$ cat config.mk
export PLATFORM = sky130hd
export DESIGN_NAME = ovo_vote_collector_flat
export DESIGN_NICKNAME = d
export VERILOG_FILES = /design/src/rtl/svm_pkg.sv /design/src/rtl/ovo_vote_collector_if.sv /design/src/rtl/ovo_vote_collector_argmax.sv /design/src/rtl/ovo_vote_collector.sv /design/src/flat_wrapper.sv
export SDC_FILE = /design/constraint.sdc
export NUM_CORES = 1
export LEC_CHECK = 0
export CORE_MARGIN = 2
export CORE_UTILIZATION = 36
export CTS_CLUSTER_SIZE = 20
export DETAILED_ROUTE_END_ITERATION = 7
export PLACE_DENSITY = 0.65
export SYNTH_ARGS = -nofsm -noshare
export SYNTH_HDL_FRONTEND = slang
export SYNTH_SLANG_ARGS = --single-unit
$ cat constraint.sdc
create_clock -name clk -period 4.25 [get_ports clk]
set_input_delay 0.85 -clock clk [delete_from_list [all_inputs] [get_ports clk]]
set_output_delay 0.85 -clock clk [all_outputs]
set_load 0.02 [all_outputs]
$ cat src/rtl/svm_pkg.sv
// ============================================================================
// Module   : svm_pkg
// Brief    : Shared constants, pair-count helper and FSM state set for the OvO SVM.
// Revision : 1.0
// ============================================================================
`default_nettype none

package svm_pkg;

    localparam int N_CLASSES  = 6;
    localparam int N_FEATURES = 34;

    function automatic int n_pairs(input int n);
        return (n * (n - 1)) / 2;
    endfunction

    typedef enum logic [2:0] {
        IDLE    = 3'd0,
        SYNC    = 3'd1,
        COLLECT = 3'd2,
        ARGMAX  = 3'd3,
        DONE    = 3'd4
    } state_e;

endpackage

`default_nettype wire

$ cat src/rtl/ovo_vote_collector_if.sv
// ============================================================================
// Module   : ovo_vote_collector_if
// Brief    : Start/SVM handshake and pair/result bus of the OvO vote collector.
// Revision : 1.0
// ============================================================================
`default_nettype none

interface ovo_vote_collector_if #(
    parameter int N_CLASSES = svm_pkg::N_CLASSES
);
    localparam int N_PAIRS = (N_CLASSES * (N_CLASSES - 1)) / 2;
    localparam int PAIR_W  = $clog2(N_PAIRS);
    localparam int CLS_W   = $clog2(N_CLASSES);

    logic              start;
    logic              svm_class;
    logic              svm_ready;
    logic [PAIR_W-1:0] pair_idx;
    logic [CLS_W-1:0]  pair_i;
    logic [CLS_W-1:0]  pair_j;
    logic              busy;
    logic [CLS_W-1:0]  class_out;
    logic              valid;

    modport master (
        output start, svm_class, svm_ready,
        input  pair_idx, pair_i, pair_j, busy, class_out, valid
    );

    modport slave (
        input  start, svm_class, svm_ready,
        output pair_idx, pair_i, pair_j, busy, class_out, valid
    );

endinterface

`default_nettype wire

$ cat src/rtl/ovo_vote_collector_argmax.sv
// ============================================================================
// Module   : vote_argmax
// Brief    : Sequential argmax over packed vote counters, one counter per cycle.
// Revision : 1.0
// ============================================================================
`default_nettype none

module vote_argmax
    import svm_pkg::*;
#(
    parameter int N_CLASSES = svm_pkg::N_CLASSES,
    parameter int VOTE_W    = $clog2(N_CLASSES)
) (
    input  logic                          clk,
    input  logic                          rst_n,
    input  logic [N_CLASSES*VOTE_W-1:0]   votes,
    input  logic                          start_scan,
    output logic [$clog2(N_CLASSES)-1:0]  best_idx,
    output logic                          done
);
    localparam int                IDX_W = $clog2(N_CLASSES);
    localparam logic [IDX_W-1:0]  LAST  = IDX_W'(N_CLASSES - 1);

    logic              r_active;
    logic [IDX_W-1:0]  r_idx;
    logic [IDX_W-1:0]  r_best;
    logic [VOTE_W-1:0] r_best_val;

    logic [VOTE_W-1:0] w_votes [N_CLASSES];
    logic [VOTE_W-1:0] w_cur;
    logic              w_better;

    for (genvar g = 0; g < N_CLASSES; g++) begin : g_unpack
        assign w_votes[g] = votes[g*VOTE_W +: VOTE_W];
    end

    // Strictly-greater replacement keeps the lowest index on ties.
    assign w_cur    = w_votes[r_idx];
    assign w_better = (w_cur > r_best_val);
    assign best_idx = w_better ? r_idx : r_best;
    assign done     = r_active && (r_idx == LAST);

    always_ff @(posedge clk or negedge rst_n) begin
        if (!rst_n) begin
            r_active   <= 1'b0;
            r_idx      <= '0;
            r_best     <= '0;
            r_best_val <= '0;
        end else if (start_scan) begin
            r_active   <= 1'b1;
            r_idx      <= '0;
            r_best     <= '0;
            r_best_val <= '0;
        end else if (r_active) begin
            if (w_better) begin
                r_best     <= r_idx;
                r_best_val <= w_cur;
            end
            if (done) begin
                r_active <= 1'b0;
            end else begin
                r_idx <= r_idx + 1'b1;
            end
        end
    end

endmodule

`default_nettype wire

$ cat src/rtl/ovo_vote_collector.sv
// ============================================================================
// Module   : ovo_vote_collector
// Brief    : Steps the shared binary SVM through all OvO pairs, tallies votes, emits argmax.
// Revision : 1.0
// ============================================================================
`default_nettype none

module ovo_vote_collector
    import svm_pkg::*;
#(
    parameter int N_CLASSES = svm_pkg::N_CLASSES
) (
    input  logic                 clk,
    input  logic                 rst_n,
    ovo_vote_collector_if.slave  bus
);
    localparam int N_PAIRS = n_pairs(N_CLASSES);
    localparam int PAIR_W  = $clog2(N_PAIRS);
    localparam int CLS_W   = $clog2(N_CLASSES);
    localparam int VOTE_W  = $clog2(N_CLASSES);

    localparam logic [2:0] ST_IDLE    = 3'(IDLE);
    localparam logic [2:0] ST_SYNC    = 3'(SYNC);
    localparam logic [2:0] ST_COLLECT = 3'(COLLECT);
    localparam logic [2:0] ST_ARGMAX  = 3'(ARGMAX);
    localparam logic [2:0] ST_DONE    = 3'(DONE);

    localparam logic [PAIR_W-1:0] LAST_PAIR  = PAIR_W'(N_PAIRS - 1);
    localparam logic [CLS_W-1:0]  LAST_CLASS = CLS_W'(N_CLASSES - 1);

    logic [2:0]        r_state;
    logic [PAIR_W-1:0] r_pair_idx;
    logic [CLS_W-1:0]  r_pair_i;
    logic [CLS_W-1:0]  r_pair_j;
    logic [CLS_W-1:0]  r_class;
    logic              r_valid;
    logic [VOTE_W-1:0] r_votes [N_CLASSES];

    logic [N_CLASSES*VOTE_W-1:0] w_votes_flat;
    logic                        w_accept;
    logic                        w_last_pair;
    logic                        w_scan_start;
    logic                        w_scan_done;
    logic [CLS_W-1:0]            w_best;
    logic [CLS_W-1:0]            w_vote_cls;

    assign w_accept     = (r_state == ST_COLLECT) && bus.svm_ready;
    assign w_last_pair  = (r_pair_idx == LAST_PAIR);
    assign w_scan_start = w_accept && w_last_pair;
    assign w_vote_cls   = bus.svm_class ? r_pair_j : r_pair_i;

    always_ff @(posedge clk or negedge rst_n) begin
        if (!rst_n) begin
            r_state    <= ST_IDLE;
            r_pair_idx <= '0;
            r_pair_i   <= '0;
            r_pair_j   <= CLS_W'(1);
            r_class    <= '0;
            r_valid    <= 1'b0;
        end else begin
            r_valid <= 1'b0;
            case (r_state)
                ST_IDLE: begin
                    if (bus.start) begin
                        r_state    <= ST_SYNC;
                        r_pair_idx <= '0;
                        r_pair_i   <= '0;
                        r_pair_j   <= CLS_W'(1);
                    end
                end
                // The frame in flight used stale weights; drop it and keep pair 0.
                ST_SYNC: begin
                    if (bus.svm_ready) begin
                        r_state <= ST_COLLECT;
                    end
                end
                ST_COLLECT: begin
                    if (bus.svm_ready) begin
                        if (w_last_pair) begin
                            r_state    <= ST_ARGMAX;
                            r_pair_idx <= '0;
                            r_pair_i   <= '0;
                            r_pair_j   <= CLS_W'(1);
                        end else begin
                            r_pair_idx <= r_pair_idx + 1'b1;
                            if (r_pair_j == LAST_CLASS) begin
                                r_pair_i <= r_pair_i + 1'b1;
                                r_pair_j <= r_pair_i + CLS_W'(2);
                            end else begin
                                r_pair_j <= r_pair_j + 1'b1;
                            end
                        end
                    end
                end
                ST_ARGMAX: begin
                    if (w_scan_done) begin
                        r_class <= w_best;
                        r_valid <= 1'b1;
                        r_state <= ST_DONE;
                    end
                end
                ST_DONE: begin
                    r_state <= ST_IDLE;
                end
                default: begin
                    r_state <= ST_IDLE;
                end
            endcase
        end
    end

    // Counters never exceed N_CLASSES-1, so no saturation is needed.
    always_ff @(posedge clk or negedge rst_n) begin
        if (!rst_n) begin
            for (int c = 0; c < N_CLASSES; c++) begin
                r_votes[c] <= '0;
            end
        end else begin
            for (int c = 0; c < N_CLASSES; c++) begin
                if ((r_state == ST_IDLE) && bus.start) begin
                    r_votes[c] <= '0;
                end else if (w_accept && (w_vote_cls == CLS_W'(c))) begin
                    r_votes[c] <= r_votes[c] + 1'b1;
                end
            end
        end
    end

    for (genvar g = 0; g < N_CLASSES; g++) begin : g_flatten
        assign w_votes_flat[g*VOTE_W +: VOTE_W] = r_votes[g];
    end

    vote_argmax #(
        .N_CLASSES (N_CLASSES),
        .VOTE_W    (VOTE_W)
    ) u_argmax (
        .clk        (clk),
        .rst_n      (rst_n),
        .votes      (w_votes_flat),
        .start_scan (w_scan_start),
        .best_idx   (w_best),
        .done       (w_scan_done)
    );

    assign bus.pair_idx  = r_pair_idx;
    assign bus.pair_i    = r_pair_i;
    assign bus.pair_j    = r_pair_j;
    assign bus.busy      = (r_state != ST_IDLE);
    assign bus.class_out = r_class;
    assign bus.valid     = r_valid;

endmodule

`default_nettype wire

$ cat src/flat_wrapper.sv
// flat-port wrapper written by rule: the top's interface ports become plain ports
module ovo_vote_collector_flat import svm_pkg::*;
#(
    parameter int N_CLASSES = svm_pkg::N_CLASSES
)
  (clk, rst_n, bus_start, bus_svm_class, bus_svm_ready, bus_pair_idx, bus_pair_i, bus_pair_j, bus_busy, bus_class_out, bus_valid);
  ovo_vote_collector_if #(.N_CLASSES(N_CLASSES)) bus_i ();
  input  logic clk;
  input  logic rst_n;
  input wire logic [$bits(bus_i.start)-1:0] bus_start;
  input wire logic [$bits(bus_i.svm_class)-1:0] bus_svm_class;
  input wire logic [$bits(bus_i.svm_ready)-1:0] bus_svm_ready;
  output wire logic [$bits(bus_i.pair_idx)-1:0] bus_pair_idx;
  output wire logic [$bits(bus_i.pair_i)-1:0] bus_pair_i;
  output wire logic [$bits(bus_i.pair_j)-1:0] bus_pair_j;
  output wire logic [$bits(bus_i.busy)-1:0] bus_busy;
  output wire logic [$bits(bus_i.class_out)-1:0] bus_class_out;
  output wire logic [$bits(bus_i.valid)-1:0] bus_valid;
  assign bus_i.start = bus_start;
  assign bus_i.svm_class = bus_svm_class;
  assign bus_i.svm_ready = bus_svm_ready;
  assign bus_pair_idx = bus_i.pair_idx;
  assign bus_pair_i = bus_i.pair_i;
  assign bus_pair_j = bus_i.pair_j;
  assign bus_busy = bus_i.busy;
  assign bus_class_out = bus_i.class_out;
  assign bus_valid = bus_i.valid;
  ovo_vote_collector #(.N_CLASSES(N_CLASSES)) u_core (.clk(clk), .rst_n(rst_n), .bus(bus_i));
endmodule
After elaboration in Yosys (flattened, before gate mapping):

Cells that the tools add are included.

* register bits: 45
* output and inout bits: 15

* add/sub/neg operators: 11
* magnitude comparators: 2
* eq/ne operators: 18
* muxes and demuxes: 49
* bitwise gates (word level): 1
* reduce and logical (&&, ||, !) cells: 28

Operators with widths (number)
* 3-bit 2-to-1 mux: 36
* 3-bit by 1-bit adder with 3-bit output (second input constant): 9
* 2-bit nonzero test: 9
* 3-bit by 2-bit == test with 1-bit output (second input constant): 4
* 3-bit == test (second input constant): 4
* 4-bit 2-to-1 mux: 3
* 3-bit one-hot mux with 2 select lines: 2
* 3-bit one-hot mux with 4 select lines: 1
* 1-bit logical AND: 10
* 2-bit inequality test (second input constant): 5
* 3-bit binary-select mux with 3-bit select: 1
* 4-bit one-hot mux with 2 select lines: 1
* 3-bit by 1-bit == test with 1-bit output (second input constant): 2
* 3-bit logical NOT: 2
* 2-bit AND reduction: 3
* 1-bit 2-to-1 mux: 5
* 5-bit AND reduction: 1
* 4-bit by 1-bit adder with 4-bit output (second input constant): 1
* 4-bit == test (second input constant): 1
* 4-bit >= comparator (second input constant): 1
* 3-bit inverter with 4-bit output: 1
* 4-bit AND reduction: 1
* 3-bit by 2-bit adder with 3-bit output (second input constant): 1
* 3-bit > comparator: 1
* other kinds (4): 4

Depth between registers and ports, before layout:

* depth after elaboration: 8
* mapped depth: 11
* mapped depth without buffers: 9

By module:

Synthesis repeated with hierarchy kept, for this count alone.

* cell total of the unflattened synthesis: 263
* area, all modules: 2691.3 µm²

Modules (own cells, without submodules)
* ovo_vote_collector: instances 1, cells each 178, area each 1911.8 µm², sequential area each 877.1 µm²
* vote_argmax: instances 1, cells each 85, area each 779.5 µm², sequential area each 250.2 µm²

Worst setup path after synthesis:

No wires, ideal clock.

* kind: register to register
* start point: reg u_core.u_argmax.r_idx[0]
* end point: reg u_core.u_argmax.r_best_val[0]
* arrival time: 2316 ps
* required time: 4156 ps
* path slack: 1840 ps
* cell stages (with the launch flop): 10
* buffers on the path: 1
* clock period less this slack: 2410 ps
* cells stage by stage: dfrtp_1 -> buf_2 -> mux2i_1 -> nor2_1 -> nor3_1 -> inv_1 -> ha_1 -> a211oi_1 -> nor2_1 -> a211oi_1

* cells in the longest elaborated chain, start to end: 7
* elaborated cells on any way between the ends: 10
* classes of those cells: order compare: 1; mux: 6; bitwise: 1; reduce/logical: 2

RTL lines
* from (decl): RTL line ovo_vote_collector_argmax.sv:25 `logic [IDX_W-1:0] r_idx;`
* from (signal assigned): RTL line ovo_vote_collector_argmax.sv:62 `r_idx <= r_idx + 1'b1;`
* 3-bit inverter with 4-bit output (implied by the code) (*): RTL line ovo_vote_collector_argmax.sv:38 `assign w_cur = w_votes[r_idx];`
* 3-bit binary-select mux with 3-bit select (*): RTL line ovo_vote_collector_argmax.sv:38
* 3-bit 2-to-1 mux (implied by the code) (*) (2 in a row): RTL line ovo_vote_collector_argmax.sv:38
* 3-bit > comparator / 3-bit 2-to-1 mux (equally long branches): RTL line ovo_vote_collector_argmax.sv:39, ovo_vote_collector_argmax.sv:55
* 2-bit nonzero test (no line) / 3-bit 2-to-1 mux (equally long branches)
* 2-bit AND reduction (no line) / 3-bit 2-to-1 mux (equally long branches)
* to (signal assigned): RTL line ovo_vote_collector_argmax.sv:57 `r_best_val <= w_cur;`
* to (decl): RTL line ovo_vote_collector_argmax.sv:27 `logic [VOTE_W-1:0] r_best_val;`

Mark *: on every way between the ends. The rest lies on a longest branch, timed or not. The select of a mux whose other input is x is not followed.
A chain may end at the register's enable or synchronous reset.

Worst setup path in the final report:

* start point: reg u_core.u_argmax.r_idx[0]
* end point: reg u_core.u_argmax.r_best_val[1]

Same word-level chain as after synthesis.

==> key figures <==
CTS
  – Post-CTS setup buffer count: 0
  – Clk pin slew, worst setup/hold paths: 0.09 ns
  – Clock Path Buffers: 2
  – Root Driver: clkbuf_8
  – CTS Buf Count: 5
  – Hold-fix buffers at CTS: 0
  – CTS tree: built
  – Clk_lat worst skew: 0.31 ns
  – Post-CTS Resized: 0
  – H-tree depth: 2
  – Sink Count: 45

STA
  – Pins Over Slew Limit: 0
  – Final worst slack: 1.36 ns
  – Final Skew: 0.00794 ns
  – Final Critical Period: 2.89 ns
  – RSZ-0062 raised after global routing: false
  – Least-Margin Pin Slew: 1.02 ns
  – Final setup TNS: 0 ns
  – Fmax: ~0.35 GHz
  – Fin. Hold Viols: 0
  – Final Cycle Share: 0.679
  – Final setup fails: 0
  – Hold slack: 0.520 ns
  – Max-slew headroom: 0.322

Synthesis
  – Post-synthesis area per instance: 10.0 um^2
  – Syn Nets: 292
  – Post-synth EDFFs: 0
  – Synth unique cells: 56
  – Synth warn: 0
  – Synth Register Bits: 45
  – Post-Syn Area: between 0.002 and 0.003 mm^2
  – Post-synth ARST share: 1.00
  – Seq/Total Area, Yosys: 0.415
  – Post-Syn Instances: 271
  – Dominant synthesized flop cell: dfrtp_1

Floorplanning
  – Die footprint: 0.00826 mm^2
  – Initial Util: 0.373
  – Die Y-Extent: about 90 um
  – Site row count: 31
  – Core Region: 0.00729 mm^2
  – Ports: 20
  – Horiz. Die Dim: 90.9 um

Final layout
  – Post-layout util: 0.422
  – N_diodes: 0
  – Area Growth Syn to Fin: 13.2%
  – Commonest non-fill, non-tap cell in the layout: dfrtp_1
  – Final-stage net count: 307
  – Most frequent cells in the layout: dfrtp_1 (44), nor2_1 (37), mux2i_1 (18), clkdlybuf4s50_1 (18), ha_1 (16)
  – Final instance area: 0.00308 mm^2
  – Layout cells sized above 1: 0.0732

Min path
  – Worst min path class: reg -> reg

Critical path
  – Critical path class: reg -> reg
  – Critical Path Fanout Max: 14
  – Required time of the worst setup path: 4.46 ns
  – CP Capture Type: flip-flop
  – Worst path arrival time: 3.10 ns
  – Startpoint Class: flip-flop

Drt
  – Total Wirelength: 5540 um
  – Drt initial violations: 162
  – WL/cell: 14.3 um
  – Vias per Instance: 5.13
  – Antenna Nets Post-Route: 0
  – First drt pass iteration count: 4
  – DRC violations left: 0
  – Total number of vias: 1,981

Pwr
  – Peak supply drop: between 200 and 250 uV
  – Leakage: 0.00143 uW
  – Pwr Density: 663 mW/mm^2

Placement
  – IO buf count: 19
  – DP HPWL: 3990 um
  – GP Congestion: 0.819
  – Pre-CTS WS: 1.38 ns
  – Dpl cell area: 0.00296 mm^2

Global routing
  – First-pass GRT wire length: 9450 um
  – Total GRT Usage: 0.142
  – GRT overflow: 0
  – Antenna violations before repair: 0
  – Vias in the first global route: 1,839
  – Largest net degree at the start of global routing: 46

Flow run
  – Max Cap Viol: 0

Outcome
  – Status: complete, no violations
==> final cells by class <==
class	count	area, um^2
clock buffer	7	86.3
clock inverter	1	30.0
fill	722	4220
inverter	14	52.6
multi-input combinational	201	1470
sequential	45	1130
tap	99	124
timing repair buffer	19	185
==> worst max-delay path, cell delays in order, from the launching register on <==
cell and delay (ns):
dfrtp_1 0.79, mux2i_1 0.27, nor2_1 0.06, nor3_1 0.24, inv_1 0.08, ha_1 0.35
a211oi_1 0.54, nor2_1 0.18, a211oi_1 0.28
==> registers in the layout, summed over array words and instances, names as in the netlist <==
signal                      flops
u_core.bus.class_out            3
u_core.bus.pair_i               3
u_core.bus.pair_idx             4
u_core.bus.pair_j               3
u_core.bus.valid                1
u_core.r_state                  3
u_core.r_votes                 18
u_core.u_argmax.r_active        1
u_core.u_argmax.r_best          3
u_core.u_argmax.r_best_val      3
u_core.u_argmax.r_idx           3
==> cells in the mapped netlist, types with 2 or more instances <==
cell type  count  share of area
dfrtp_1       44           0.41
xor2_1         9          0.029
a211o_1        2         0.0064
a21oi_1       11          0.020
buf_2          3         0.0055
buf_1          2         0.0028
or3_1          3         0.0069
xnor2_1        5          0.016
o21ai_0       13          0.024
nand2b_1       3         0.0069
o21ai_1        3         0.0055
clkbuf_1       2         0.0028
nor3b_1        3         0.0083
a31oi_1        4         0.0092
nand3_1       12          0.022
o211ai_1       4          0.011
nor2_1        37          0.051
mux2i_1       18          0.066
o2111ai_1      3         0.0097
nand2_1        5         0.0069
buf_4          2         0.0055
ha_1          16          0.074
nand3b_1       2         0.0055
inv_1         14          0.019
a211oi_1       5          0.014
and3_1         3         0.0069
mux2i_2        2          0.010
and2_1         2         0.0046
or3b_1         2         0.0064
nor3_1         9          0.017
and3b_1        2         0.0064
buf_6          2         0.0083
==> path summary, 6_finish.rpt <==
kind | end | startpoint | slack, ns | depth (start not counted)
setup / recovery | u_core.u_argmax.r_best_val[1]$_DFFE_PN0P_ | u_core.u_argmax.r_idx[0]$_DFFE_PN0P_ | 1.36 | 8
hold / removal | u_core.r_votes[14]$_DFFE_PN0P_ | u_core.r_votes[14]$_DFFE_PN0P_ | 0.52 | 1
setup reg to reg | u_core.u_argmax.r_best_val[1]$_DFFE_PN0P_ | u_core.u_argmax.r_idx[0]$_DFFE_PN0P_ | 1.36 | 8
hold reg to reg | u_core.r_votes[14]$_DFFE_PN0P_ | u_core.r_votes[14]$_DFFE_PN0P_ | 0.52 | 1
max in group asynchronous | u_core.r_votes[5]$_DFFE_PN0P_ | rst_n | 2.91 | 1
min in group asynchronous | u_core.bus.pair_i[2]$_DFFE_PN0P_ | rst_n | 0.71 | 1
==> power by group <==
group | total, uW | switching, uW | internal [uW] | leakage [uW]
Clock | 345 | 153 | 192 | 0.0000585
Sequential | 786 | 209 | 577 | 0.000554
Combinational | 908 | 489 | 419 | 0.000822
Total | 2040 | 851 | 1190 | 0.00143
==> metrics by stage <==
| stage | instances | total power [uW] |
|---|---|---|
| global placement | 378 | 1670 |
| global route | 386 | 2200 |
| detailed placement | 378 | 1690 |
| finish | 386 | 2040 |
| CTS | 386 | 2050 |
| floorplan | 271 | 1430 |
==> cell families (layout without fill, tap and decap cells) <==
family | count (synthesis) | count (layout) | synth area share
and+or+nand+nor | 93 | 93 | 0.195
AOI/OAI and AO/OA | 56 | 56 | 0.141
DFF | 45 | 45 | 0.415
buffers and inverters | 25 | 41 | 0.0442
muxes | 22 | 22 | 0.0861
adders and majority gates | 16 | 16 | 0.0737
xor gates and xnor gates | 14 | 14 | 0.0451
==> layer usage <==
layer | up-vias | share of wire | GRT usage | wire length (um)
met5 | - | 0 | 0 | 0
met4 | 0 | 0.017 | 0.0492 | 93
met3 | 8 | 0.039 | 0.0250 | 218
met2 | 34 | 0.44 | 0.201 | 2410
met1 | 936 | 0.51 | 0.217 | 2810
li1 | 1003 | - | - | -
Note: power is estimated with default switching activity, not from simulation.
